File: config.mk
export PLATFORM = sky130hd
export DESIGN_NAME = sh4_fpwb_arb
export DESIGN_NICKNAME = d
export VERILOG_FILES = /design/src/rtl/sh4_fpwb_arb.sv
export SDC_FILE = /design/constraint.sdc
export NUM_CORES = 1
export LEC_CHECK = 0
export BUFFER_PORTS_ARGS = -buffer_cell sky130_fd_sc_hd__buf_2
export CAP_MARGIN = 10
export CORE_MARGIN = 1
export CORE_UTILIZATION = 58
export DETAILED_ROUTE_END_ITERATION = 10
export PLACE_DENSITY = 0.95
export SLEW_MARGIN = 20
export SYNTH_ARGS = -nofsm -noshare
export SYNTH_HDL_FRONTEND = slang
export SYNTH_SLANG_ARGS = --single-unit
File: constraint.sdc
create_clock -name clk -period 7.2 [get_ports clk]
set_input_delay 0.36 -clock clk [delete_from_list [all_inputs] [get_ports clk]]
set_output_delay 0.36 -clock clk [all_outputs]
set_load 0.02 [all_outputs]
File: src/rtl/sh4_fpwb_arb.sv
// FP register-file write-back arbiter: round-robin over NREQ requesters into two
// 32-bit write slots per cycle, with registered register-file write ports.
module sh4_fpwb_arb #(
  parameter int unsigned NREQ = 3
) (
  input  logic                 clk,
  input  logic                 rst,
  input  logic                 stall,
  input  logic [NREQ-1:0]      req_valid,
  output logic [NREQ-1:0]      req_ready,
  input  logic [NREQ-1:0]      req_pair,
  input  logic [4*NREQ-1:0]    req_dst,
  input  logic [NREQ-1:0]      req_bank,
  input  logic [64*NREQ-1:0]   req_data,
  output logic                 rf_wen0,
  output logic                 rf_wen1,
  output logic [3:0]           rf_wdst0,
  output logic [3:0]           rf_wdst1,
  output logic                 rf_wbank0,
  output logic                 rf_wbank1,
  output logic [31:0]          rf_wdata0,
  output logic [31:0]          rf_wdata1
);

  localparam int unsigned RRW = (NREQ > 1) ? $clog2(NREQ) : 1;

  logic [RRW-1:0]  rr, rr_next;
  logic [NREQ-1:0] grant;
  logic            s0_use, s1_use, first_found;
  logic [4:0]      s0_key, s1_key, key;
  logic [31:0]     s0_data, s1_data;
  logic [RRW-1:0]  idx;
  int unsigned     pos;

  logic [3:0]  dst_a  [NREQ];
  logic [63:0] data_a [NREQ];

  for (genvar g = 0; g < NREQ; g++) begin : g_unpack
    assign dst_a[g]  = req_dst[g*4 +: 4];
    assign data_a[g] = req_data[g*64 +: 64];
  end

  // Slots fill lowest-first, so slot0 free implies nothing granted yet this cycle;
  // only a single landing in slot1 needs a destination-conflict check.
  always_comb begin
    grant       = '0;
    s0_use      = 1'b0;
    s1_use      = 1'b0;
    s0_key      = '0;
    s1_key      = '0;
    s0_data     = '0;
    s1_data     = '0;
    rr_next     = rr;
    first_found = 1'b0;
    pos         = 0;
    idx         = '0;
    key         = '0;
    for (int unsigned k = 0; k < NREQ; k++) begin
      pos = k + 32'(rr);
      if (pos >= NREQ) pos = pos - NREQ;
      idx = RRW'(pos);
      key = {req_bank[idx], dst_a[idx]};
      if (req_valid[idx] && !stall && !rst) begin
        if (req_pair[idx]) begin
          if (!s0_use) begin
            grant[idx] = 1'b1;
            s0_use     = 1'b1;
            s1_use     = 1'b1;
            s0_key     = {req_bank[idx], dst_a[idx][3:1], 1'b0};
            s1_key     = {req_bank[idx], dst_a[idx][3:1], 1'b1};
            s0_data    = data_a[idx][63:32];
            s1_data    = data_a[idx][31:0];
          end
        end else if (!s0_use) begin
          grant[idx] = 1'b1;
          s0_use     = 1'b1;
          s0_key     = key;
          s0_data    = data_a[idx][31:0];
        end else if (!s1_use && (key != s0_key)) begin
          grant[idx] = 1'b1;
          s1_use     = 1'b1;
          s1_key     = key;
          s1_data    = data_a[idx][31:0];
        end
        if (grant[idx] && !first_found) begin
          first_found = 1'b1;
          rr_next     = (idx == RRW'(NREQ - 1)) ? '0 : idx + 1'b1;
        end
      end
    end
  end

  assign req_ready = grant;

  always_ff @(posedge clk or posedge rst) begin
    if (rst) begin
      rr        <= '0;
      rf_wen0   <= 1'b0;
      rf_wen1   <= 1'b0;
      rf_wdst0  <= '0;
      rf_wdst1  <= '0;
      rf_wbank0 <= 1'b0;
      rf_wbank1 <= 1'b0;
      rf_wdata0 <= '0;
      rf_wdata1 <= '0;
    end else begin
      rr      <= rr_next;
      rf_wen0 <= s0_use;
      rf_wen1 <= s1_use;
      if (s0_use) begin
        {rf_wbank0, rf_wdst0} <= s0_key;
        rf_wdata0             <= s0_data;
      end
      if (s1_use) begin
        {rf_wbank1, rf_wdst1} <= s1_key;
        rf_wdata1             <= s1_data;
      end
    end
  end

endmodule

==> results of run 1 <==
==> synth_stat cells, types with 5 or more instances <==
cell,count
dfrtp_1,78
buf_2,15
mux2i_1,89
nand2b_1,6
o311ai_0,13
nand3_1,12
o22ai_1,40
a22oi_1,25
nor2b_1,70
a221o_1,45
a211oi_1,35
nand2_1,114
clkbuf_1,81
buf_1,33
o21ai_0,111
nor2_1,190
o2bb2ai_1,10
inv_1,16
a21oi_1,282
a221oi_1,13
a211o_1,14
and3_1,5
a2bb2oi_1,6
==> through the flow <==
step / instances / worst slack, ns / instance area (sq um)
2_1_floorplan: 1388 / 3.82 / 9460
3_5_place_dp: 1776 / 1.94 / 10800
4_1_cts: 1792 / 1.89 / 11100
6_report: 1794 / 1.75 / 11200
3_3_place_gp: 1776 / 2.09 / 10800
5_1_grt: 1794 / 1.63 / 11200
==> layer usage <==
metal,track usage (%),up-vias,wire length [microns]
li1,-,5516,-
met1,53.1,5624,13700
met2,67.7,1126,16500
met5,1.18,-,36
met4,30.4,6,2470
met3,9.45,230,4810
==> final cells by class <==
type | count | area, sq um | area share [%]
Clock buffer | 9 | 225 | 2.01
Clock inverter | 6 | 62.6 | 0.558
Inverter | 18 | 68.8 | 0.614
Multi-Input combinational cell | 1155 | 6970 | 62.2
Sequential cell | 78 | 1950 | 17.4
Tap cell | 216 | 270 | 2.41
Timing Repair Buffer | 312 | 1650 | 14.8
==> flip-flops by register name, summed over array words and instances (netlist names) <==
signal / flops
rf_wdata0: 32
rf_wbank0: 1
rf_wbank1: 1
rf_wen0: 1
rr: 2
rf_wdst1: 4
rf_wen1: 1
rf_wdata1: 32
rf_wdst0: 4
==> worst max-delay path by stage <==
stage	to	slack [ns]	cells after the start	from
2_1_floorplan	req_ready[2]	3.82	13	rr[1]$_DFF_PP0_
3_3_place_gp	rf_wdata1[5]$_DFFE_PP0P_	2.09	11	rr[0]$_DFF_PP0_
3_5_place_dp	rf_wdata1[0]$_DFFE_PP0P_	1.94	11	rr[0]$_DFF_PP0_
4_1_cts	rf_wdata1[5]$_DFFE_PP0P_	1.89	11	rr[0]$_DFF_PP0_
5_1_grt	rf_wdata1[15]$_DFFE_PP0P_	1.63	12	rr[0]$_DFF_PP0_
6_report	req_ready[2]	1.75	12	rr[0]$_DFF_PP0_
==> critical path: cells and delay by family (launching register included) <==
| family | cells | cell delay [ns] |
|---|---|---|
| xor+xnor | 1 | 0.13 |
| fa+ha+maj | 1 | 0.88 |
| flops | 1 | 0.44 |
| buf+inv | 2 | 0.37 |
| compound gates | 5 | 1.40 |
| simple gates | 3 | 1.45 |
==> power by group through the flow <==
stage | registers (mW) | clock network [mW] | logic, mW
floorplan | 0.953 | 0 | 2.98
global placement | 0.797 | 0 | 4.13
detailed placement | 0.791 | 0 | 4.24
CTS | 0.789 | 0.457 | 4.26
global route | 0.809 | 0.476 | 4.78
finish | 0.806 | 0.464 | 4.45
==> kinds of logic (layout without fill, tap and decap cells) <==
kind of cell             count (synthesis)  in the layout
buffers and inverters                  155            345
flip-flops                              78             78
XOR/XNOR                                 4              4
AND/OR/NAND/NOR                        417            417
AO/OA/AOI/OAI                          639            639
multiplexers                            91             91
adder cells (fa/ha/maj)                  4              4
==> timing repair <==
| item | CTS | global route |
|---|---|---|
| hold buffers | 1 | 0 |
| setup endpoints to repair | 0 | 0 |
| endpoints found under the hold margin | 2 | 0 |
| setup buffers | 0 | 0 |
==> results.yml, run 1 <==
clock_network:
  cts_max_level: 3
  clk_path_buf_depth: 2
  insertion_delay_ns: 0.35
  cts_tree: "built"
  clkSlewWorstSetupHoldPaths_ns: 0.06
  cts_root_buffer: "clkbuf_16"
  cts.repair.resized: 0
  cts_sinks: 78
  numCtsBuffers: 9
timing:
  fin_setup_tns_ns: 0
  period_minus_slack_ns: 5.45
  drv_slew: 0
  max_freq_mhz: 183
  holdWs_ns: 0.411
  period_share_pct: 75.8
  setup_viol: 0
  max-slew-margin-rel_pct: 20.6
  rsz0062_at_grt: "no"
  final-hold-violation-count: 0
  worst_pin_slew_ns: 1.19
  clock_skew_ns: 0.00383
synth:
  synthSimpleGateAreaFrac_pct: 19.5
  yosysUniqueCellTypes: 69
  synth_area_sq_um: 9460
  synth_compound_area_share_pct: 42.5
  yosys-mux-area-fraction_pct: 9.66
  ys_ff_latch: 78
  yosysWarningCount: 0
  synth_top_family_by_area: "compound AO/OA/AOI/OAI gates"
  synth_cells: 1388
  synth_edf_count: 0
  synth_flop_cell: "dfrtp_1"
  async_flop_share_pct: 100
  synthTopCellsByArea: "dfrtp_1, a21oi_1, mux2i_1"
  synth_adder_area_share_pct: 0.529
  syn_avg_cell_area_sq_um: 6.81
  synth_top_cell_area_share_pct: 20.6
  yosysSeqAreaShare_pct: 20.6
  synth_xor_xnor_area_share_pct: 0.371
  syn_nets: 1608
  synth_area_leader_cell: "dfrtp_1"
floorplan:
  design.core.area_sq_um: 15900
  dieHeight_microns: 130
  rows: 46
  initial_core_util_pct: 59.5
  fp.dieW_microns: 130
  ioPinCount: 295
  die_area_sq_um: 16800
power:
  combPwrFrac_pct: 77.8
  leakagePower_nw: 5.12
  p_clk_share_pct: 8.1
  p_seq_share_pct: 14.1
  powerDensity_nw_per_um2: 511
  power.net_switching_mw: 3.29
  power_mw: 5.72
  p_int_mw: 2.43
  ir_drop_mv: 0.395
  swShare_pct: 57.5
grt:
  grt.overflow.total: 0
  grt_pass1_wl_microns: 57400
  grt_start_max_net_pins: 106
  grt_antenna_before_repair: 3
  grt_pass1_vias: 11400
  grt_usage_pct: 43.4
finish:
  syn_to_final_growth_pct: 18.5
  insertedDiodeCount: 0
  layout_commonest_cell: "buf_2"
  final_cell_mix: "buf_2, a21oi_1, nor2_1"
  fin_nets: 1794
  drive_gt1_share_pct: 22.7
  fill_cells: 1327
  final_util_pct: 70.5
flow_run:
  drv_cap: 0
worst_setup_path:
  worstPathCellList: "inv_1, ha_4, nor2b_4, o2bb2ai_1, xor2_1, or3_1, a211o_1, o21ai_4, nand2_1, o21a_1, o221ai_1, buf_2"
  cpPeakStageDelay_ns: 0.96
  crit_fanout: 91
  r2r_start: "rr[0]$_DFF_PP0_"
  end_kind: "output port"
  arrival_ns: 5.09
  critical_path_required_ns: 6.84
  r2r-end: "rf_wdata1[11]$_DFFE_PP0P_"
  r2r_cells: 12
  ff2ff_setup_slack_ns: 1.77
  slowest_stage: "nor2b_4"
  crit_type: "flip-flop to output port"
  worstSetupStartpointType: "flip-flop"
routing:
  wirelength_microns: 37600
  avgViaCountPerCell: 6.97
  drtIter0Drc: 2008
  ant_nets: 0
  dr.pass1.iters: 6
  wl_per_cell_microns: 20.9
  dr_total_vias: 12500
  drc: 0
placement:
  hpwl_microns: 25100
  portBuffers: 294
  gp_congestion: 0.960
worst_hold_path:
  min_to: "rf_wdata1[27]$_DFFE_PP0P_"
  hold_path_class: "input port to flip-flop"
  min-delay-start: "req_data[155]"
  min_path_cells: 4
status:
  status: "completed"
(Power assumes the default switching activity.)
==> run 2: changes to the inputs <==
Settings changed: CORE_UTILIZATION 58 to 48, PLACE_DENSITY 0.95 to 0.88.
Clock period 7.2 ns to 4.6 ns, I/O delays scaled along.
==> run 2 against run 1 <==
Against the previous run:
- final cell count up 3.3%
- via count fell by 0.31%
- clock-buffer cell count increased by 1
- sequential share of layout area fell by 0.25 points
- first-iteration DRC count decreased by 24%
- largest power group unchanged
- wire length rose by 3.7%
- utilization fell by 11 points
- flip-flop and latch count is the same
- critical path type unchanged
- sequential power grew 54%
- cell area up 1.5%
- register-to-register slack lost 1.3 ns
==> results.yml, run 2 (synthesis gave the netlist of run 1 again) <==
timing:
  fin_setup_tns_ns: 0
  period_minus_slack_ns: 4.41
  holdWs_ns: 0.0277
  max-slew-margin-rel_pct: 38.0
  setup_viol: 0
  max_freq_mhz: 227
  rsz0062_at_grt: "no"
  clock_skew_ns: 0.00870
  setup_slack_ns: 0.188
  worst_pin_slew_ns: 0.930
  final-hold-violation-count: 0
  period_share_pct: 95.9
  drv_slew: 0
finish:
  syn_to_final_growth_pct: 20.2
  regArea_sq_um: 1950
  drive_gt1_share_pct: 23.4
  layout_commonest_cell: "buf_2"
  finalNonFillerCells: 1854
  final_cell_area_sq_um: 11400
  multi_input_area_sq_um: 6970
  final_util_pct: 59.8
  biggestRegsByFlops: "rf_wdata0 x32, rf_wdata1 x32"
  final_cell_mix: "buf_2, a21oi_1, nor2_1"
  fill_cells: 1742
  fin_nets: 1806
clock_network:
  cts_setup_buffers: 0
  numCtsBuffers: 9
  cts_root_buffer: "clkbuf_16"
  cts_max_level: 3
  clkSlewWorstSetupHoldPaths_ns: 0.06
  clk_path_buf_depth: 2
  cts.repair.resized: 0
  cts_tree: "built"
  ctsHoldBuffers: 0
  cts_sinks: 78
  insertion_delay_ns: 0.36
power:
  ir_drop_mv: 0.411
  power_mw: 9.05
  leakagePower_nw: 5.17
  powerDensity_nw_per_um2: 796
worst_setup_path:
  crit_type: "flip-flop to output port"
  critical_path.top_delay_family: "compound AO/OA/AOI/OAI gates"
  critical_path_required_ns: 4.37
  r2r-end: "rf_wdata1[13]$_DFFE_PP0P_"
  cpPeakStageDelay_ns: 0.67
  r2r_start: "rr[0]$_DFF_PP0_"
  worstSetupStartpointType: "flip-flop"
  r2r_cells: 12
  worstPathCellList: "inv_1, ha_4, nor2b_4, buf_4, a21oi_1, or3_1, a211o_1, o21ai_4, nand3_1, a21oi_1, a221o_1, buf_2"
  crit_fanout: 59
  end_kind: "output port"
  critPathMostFrequentCell: "a21oi_1"
  crit_buf_inv: 3
  slowest_stage: "ha_4"
  arrival_ns: 4.18
  ff2ff_setup_slack_ns: 0.50
flow_run:
  drv_cap: 0
placement:
  portBuffers: 294
  dp_slack_ns: 0.600
  dp_cells: 1835
  hpwl_microns: 26600
  dpl-instance-area_sq_um: 11100
  gp_congestion: 0.982
floorplan:
  die_area_sq_um: 20300
  rows: 50
  fp.dieW_microns: 142
  initial_core_util_pct: 49.7
  ioPinCount: 295
  dieHeight_microns: 142
  design.core.area_sq_um: 19000
routing:
  dr.pass1.iters: 6
  wirelength_microns: 38900
  avgViaCountPerCell: 6.72
  wl_per_cell_microns: 21.0
  ant_nets: 0
  drtIter0Drc: 1523
  dr_total_vias: 12500
  drc: 0
grt:
  grt_pass1_vias: 11500
  grt_usage_pct: 37.4
  grt_pass1_wl_microns: 59700
  grt_antenna_before_repair: 5
  grt_start_max_net_pins: 130
  grt.overflow.total: 0
status:
  status: "completed"
worst_hold_path:
  hold_path_class: "input port to async pin"
run 2: cell type report:
type                       instances  share of cell area (%)
clock buffer                      10                    2.10
antenna                            3                  0.0660
tap                              260                    2.86
multi-input combinational       1155                    61.3
sequential                        78                    17.2
clock inverter                     6                   0.605
inverter                          18                   0.605
timing repair buffer             324                    15.3
run 2: where the power goes:
group / switching [mW] / total, mW / internal (mW) / leakage [nW]
Sequential: 0.246 / 1.24 / 0.998 / 0.992
Combinational: 4.62 / 7.04 / 2.42 / 4.03
Clock: 0.328 / 0.767 / 0.439 / 0.149
run 2: metal layers:
layer / up-vias / part of all wire (%) / track usage [%]
met4: 4 / 5.8 / 25.5
met3: 195 / 13 / 7.97
met1: 5596 / 37 / 46.1
li1: 5563 / - / -
met5: - / 0.059 / 0
met2: 1105 / 45 / 58.4
run 2: how the worst max path moves through the flow:
stage	start	endpoint	slack (ns)	depth (start not counted)
finish	rr[0]$_DFF_PP0_	req_ready[1]	0.19	12
global route	rr[1]$_DFF_PP0_	req_ready[1]	0.003	12
CTS	rr[0]$_DFF_PP0_	req_ready[1]	0.25	12
detailed placement	rr[1]$_DFF_PP0_	rf_wdst1[1]$_DFFE_PP0P_	0.60	12
global placement	rr[1]$_DFF_PP0_	req_ready[1]	0.70	12
floorplan	rr[0]$_DFF_PP0_	rf_wdata1[20]$_DFFE_PP0P_	1.31	13
==> run 3: changes to the inputs <==
Settings changed: CORE_UTILIZATION 48 to 53, PLACE_DENSITY 0.88 to 0.91.
Clock period 4.6 ns to 4.8 ns, I/O delays scaled along.
==> run 3 against run 2 <==
Against the previous run:
- register-to-register slack improved by 0.03 ns
- combinational power fell by 3.8%
- wire length decreased by 0.98%
- critical path depth increased by 1
- via count increased by 0.17%
- power decreased by 3.1%
- die area shrank 9.3%
- clock skew grew 0.0012 ns
- non-clock buffer count rose by 2
- clock power grew 7.7%
- flip-flop and latch count stayed put
- global-route usage up 3.5 points
- critical endpoint unchanged
- largest cell class unchanged
==> results.yml, run 3 (synthesis gave the netlist of run 1 again) <==
flow_run:
  drv_cap: 0
worst_setup_path:
  crit_fanout: 54
  arrival_ns: 4.21
  r2r-end: "rf_wdata1[12]$_DFFE_PP0P_"
  critical_path_required_ns: 4.56
  r2r_start: "rr[0]$_DFF_PP0_"
  worstPathCellList: "inv_1, ha_4, buf_4, mux2i_1, o21ai_4, or3_4, xnor2_1, a31o_2, o21ai_4, nand3_1, a21oi_1, a221o_1, buf_2"
  critPathMostFrequentCell: "o21ai_4"
  slowest_stage: "buf_4"
  crit_type: "flip-flop to output port"
  ff2ff_setup_slack_ns: 0.53
  critical_path.top_delay_family: "compound AO/OA/AOI/OAI gates"
  worstSetupStartpointType: "flip-flop"
  end_kind: "output port"
  r2r_cells: 9
  cpPeakStageDelay_ns: 0.53
  crit_buf_inv: 3
routing:
  ant_nets: 0
  wl_per_cell_microns: 21.2
  dr_total_vias: 12500
  dr.pass1.iters: 7
  wirelength_microns: 38500
  drtIter0Drc: 1584
  avgViaCountPerCell: 6.85
  drc: 0
finish:
  drive_gt1_share_pct: 23.5
  syn_to_final_growth_pct: 20.3
  layout_commonest_cell: "buf_2"
  fin_nets: 1809
  biggestRegsByFlops: "rf_wdata0 x32, rf_wdata1 x32"
  final_cell_mix: "buf_2, a21oi_1, nor2_1"
timing:
  final-hold-violation-count: 0
  max-slew-margin-rel_pct: 31.3
  max_freq_mhz: 225
  rsz0062_at_grt: "no"
  setup_viol: 0
  period_share_pct: 92.8
  fin_setup_tns_ns: 0
  period_minus_slack_ns: 4.45
  clock_skew_ns: 0.00994
  drv_slew: 0
  worst_pin_slew_ns: 1.03
floorplan:
  die_area_sq_um: 18400
  rows: 48
  design.core.area_sq_um: 17400
  fp.dieW_microns: 136
  ioPinCount: 295
  initial_core_util_pct: 54.5
  dieHeight_microns: 136
grt:
  grt_pass1_wl_microns: 59300
  grt_pass1_vias: 11700
  grt.overflow.total: 0
  grt_start_max_net_pins: 113
  grt_usage_pct: 40.9
  grt_antenna_before_repair: 0
worst_hold_path:
  hold_path_class: "input port to async pin"
clock_network:
  numCtsBuffers: 9
  insertion_delay_ns: 0.36
  cts_max_level: 3
  clk_path_buf_depth: 2
  cts_root_buffer: "clkbuf_16"
  cts.repair.resized: 0
  cts_tree: "built"
  cts_sinks: 78
  clkSlewWorstSetupHoldPaths_ns: 0.06
  cts_setup_buffers: 0
  ctsHoldBuffers: 0
power:
  powerDensity_nw_per_um2: 771
  power_mw: 8.77
  ir_drop_mv: 0.495
  leakagePower_nw: 5.21
placement:
  gp_congestion: 0.965
  hpwl_microns: 26100
  portBuffers: 294
status:
  status: "completed"
[run 3: worst max path at each step]
stage                                            to  cells past startpoint  slack (ns)       startpoint
after global placement     rf_wdata1[6]$_DFFE_PP0P_                     12        0.80  rr[1]$_DFF_PP0_
after floorplan           rf_wdata1[20]$_DFFE_PP0P_                     13        1.51  rr[0]$_DFF_PP0_
final                                  req_ready[1]                     13        0.35  rr[1]$_DFF_PP0_
after CTS                              req_ready[2]                     13        0.38  rr[1]$_DFF_PP0_
after global routing                   req_ready[1]                     13        0.13  rr[1]$_DFF_PP0_
after detailed placement  rf_wdata1[12]$_DFFE_PP0P_                     12        0.67  rr[1]$_DFF_PP0_
[run 3: per-layer routing]
metal	vias up	routed length (microns)	global-route usage, %
met4	0	2170	24.8
li1	5567	-	-
met5	-	0	0
met2	1054	17200	65.5
met1	5653	13800	48.9
met3	210	5350	10.5
[run 3: cell type report]
cell class,count,area (sq um)
fillers,1506,5980
clock buffers,10,239
diodes,3,7.51
clock inverters,6,109
repair buffers,326,1740
inverters,18,68.8
well taps,225,282
multi-input cells,1156,6980
flip-flops and latches,78,1950
[run 3: per-stage QoR]
step | setup WS (ns) | area [sq um] | std cells | utilization, % | hold slack [ns]
final | 0.346 | 11400 | 1822 | 65.5 | 0.0243
after CTS | 0.380 | 11400 | 1818 | 65.4 | 0.0371
after detailed placement | 0.673 | 11000 | 1802 | 63.4 | 0.407
after floorplan | 1.51 | 9460 | 1388 | - | 0.491
after global placement | 0.800 | 11000 | 1802 | 63.4 | 0.397
after global routing | 0.130 | 11400 | 1819 | 65.5 | 0.0562
[run 3: power by group]
part	internal, mW	total (mW)	switching (mW)
combinational	2.33	6.77	4.44
sequential	0.956	1.17	0.218
clock	0.522	0.826	0.304
total	3.81	8.77	4.97
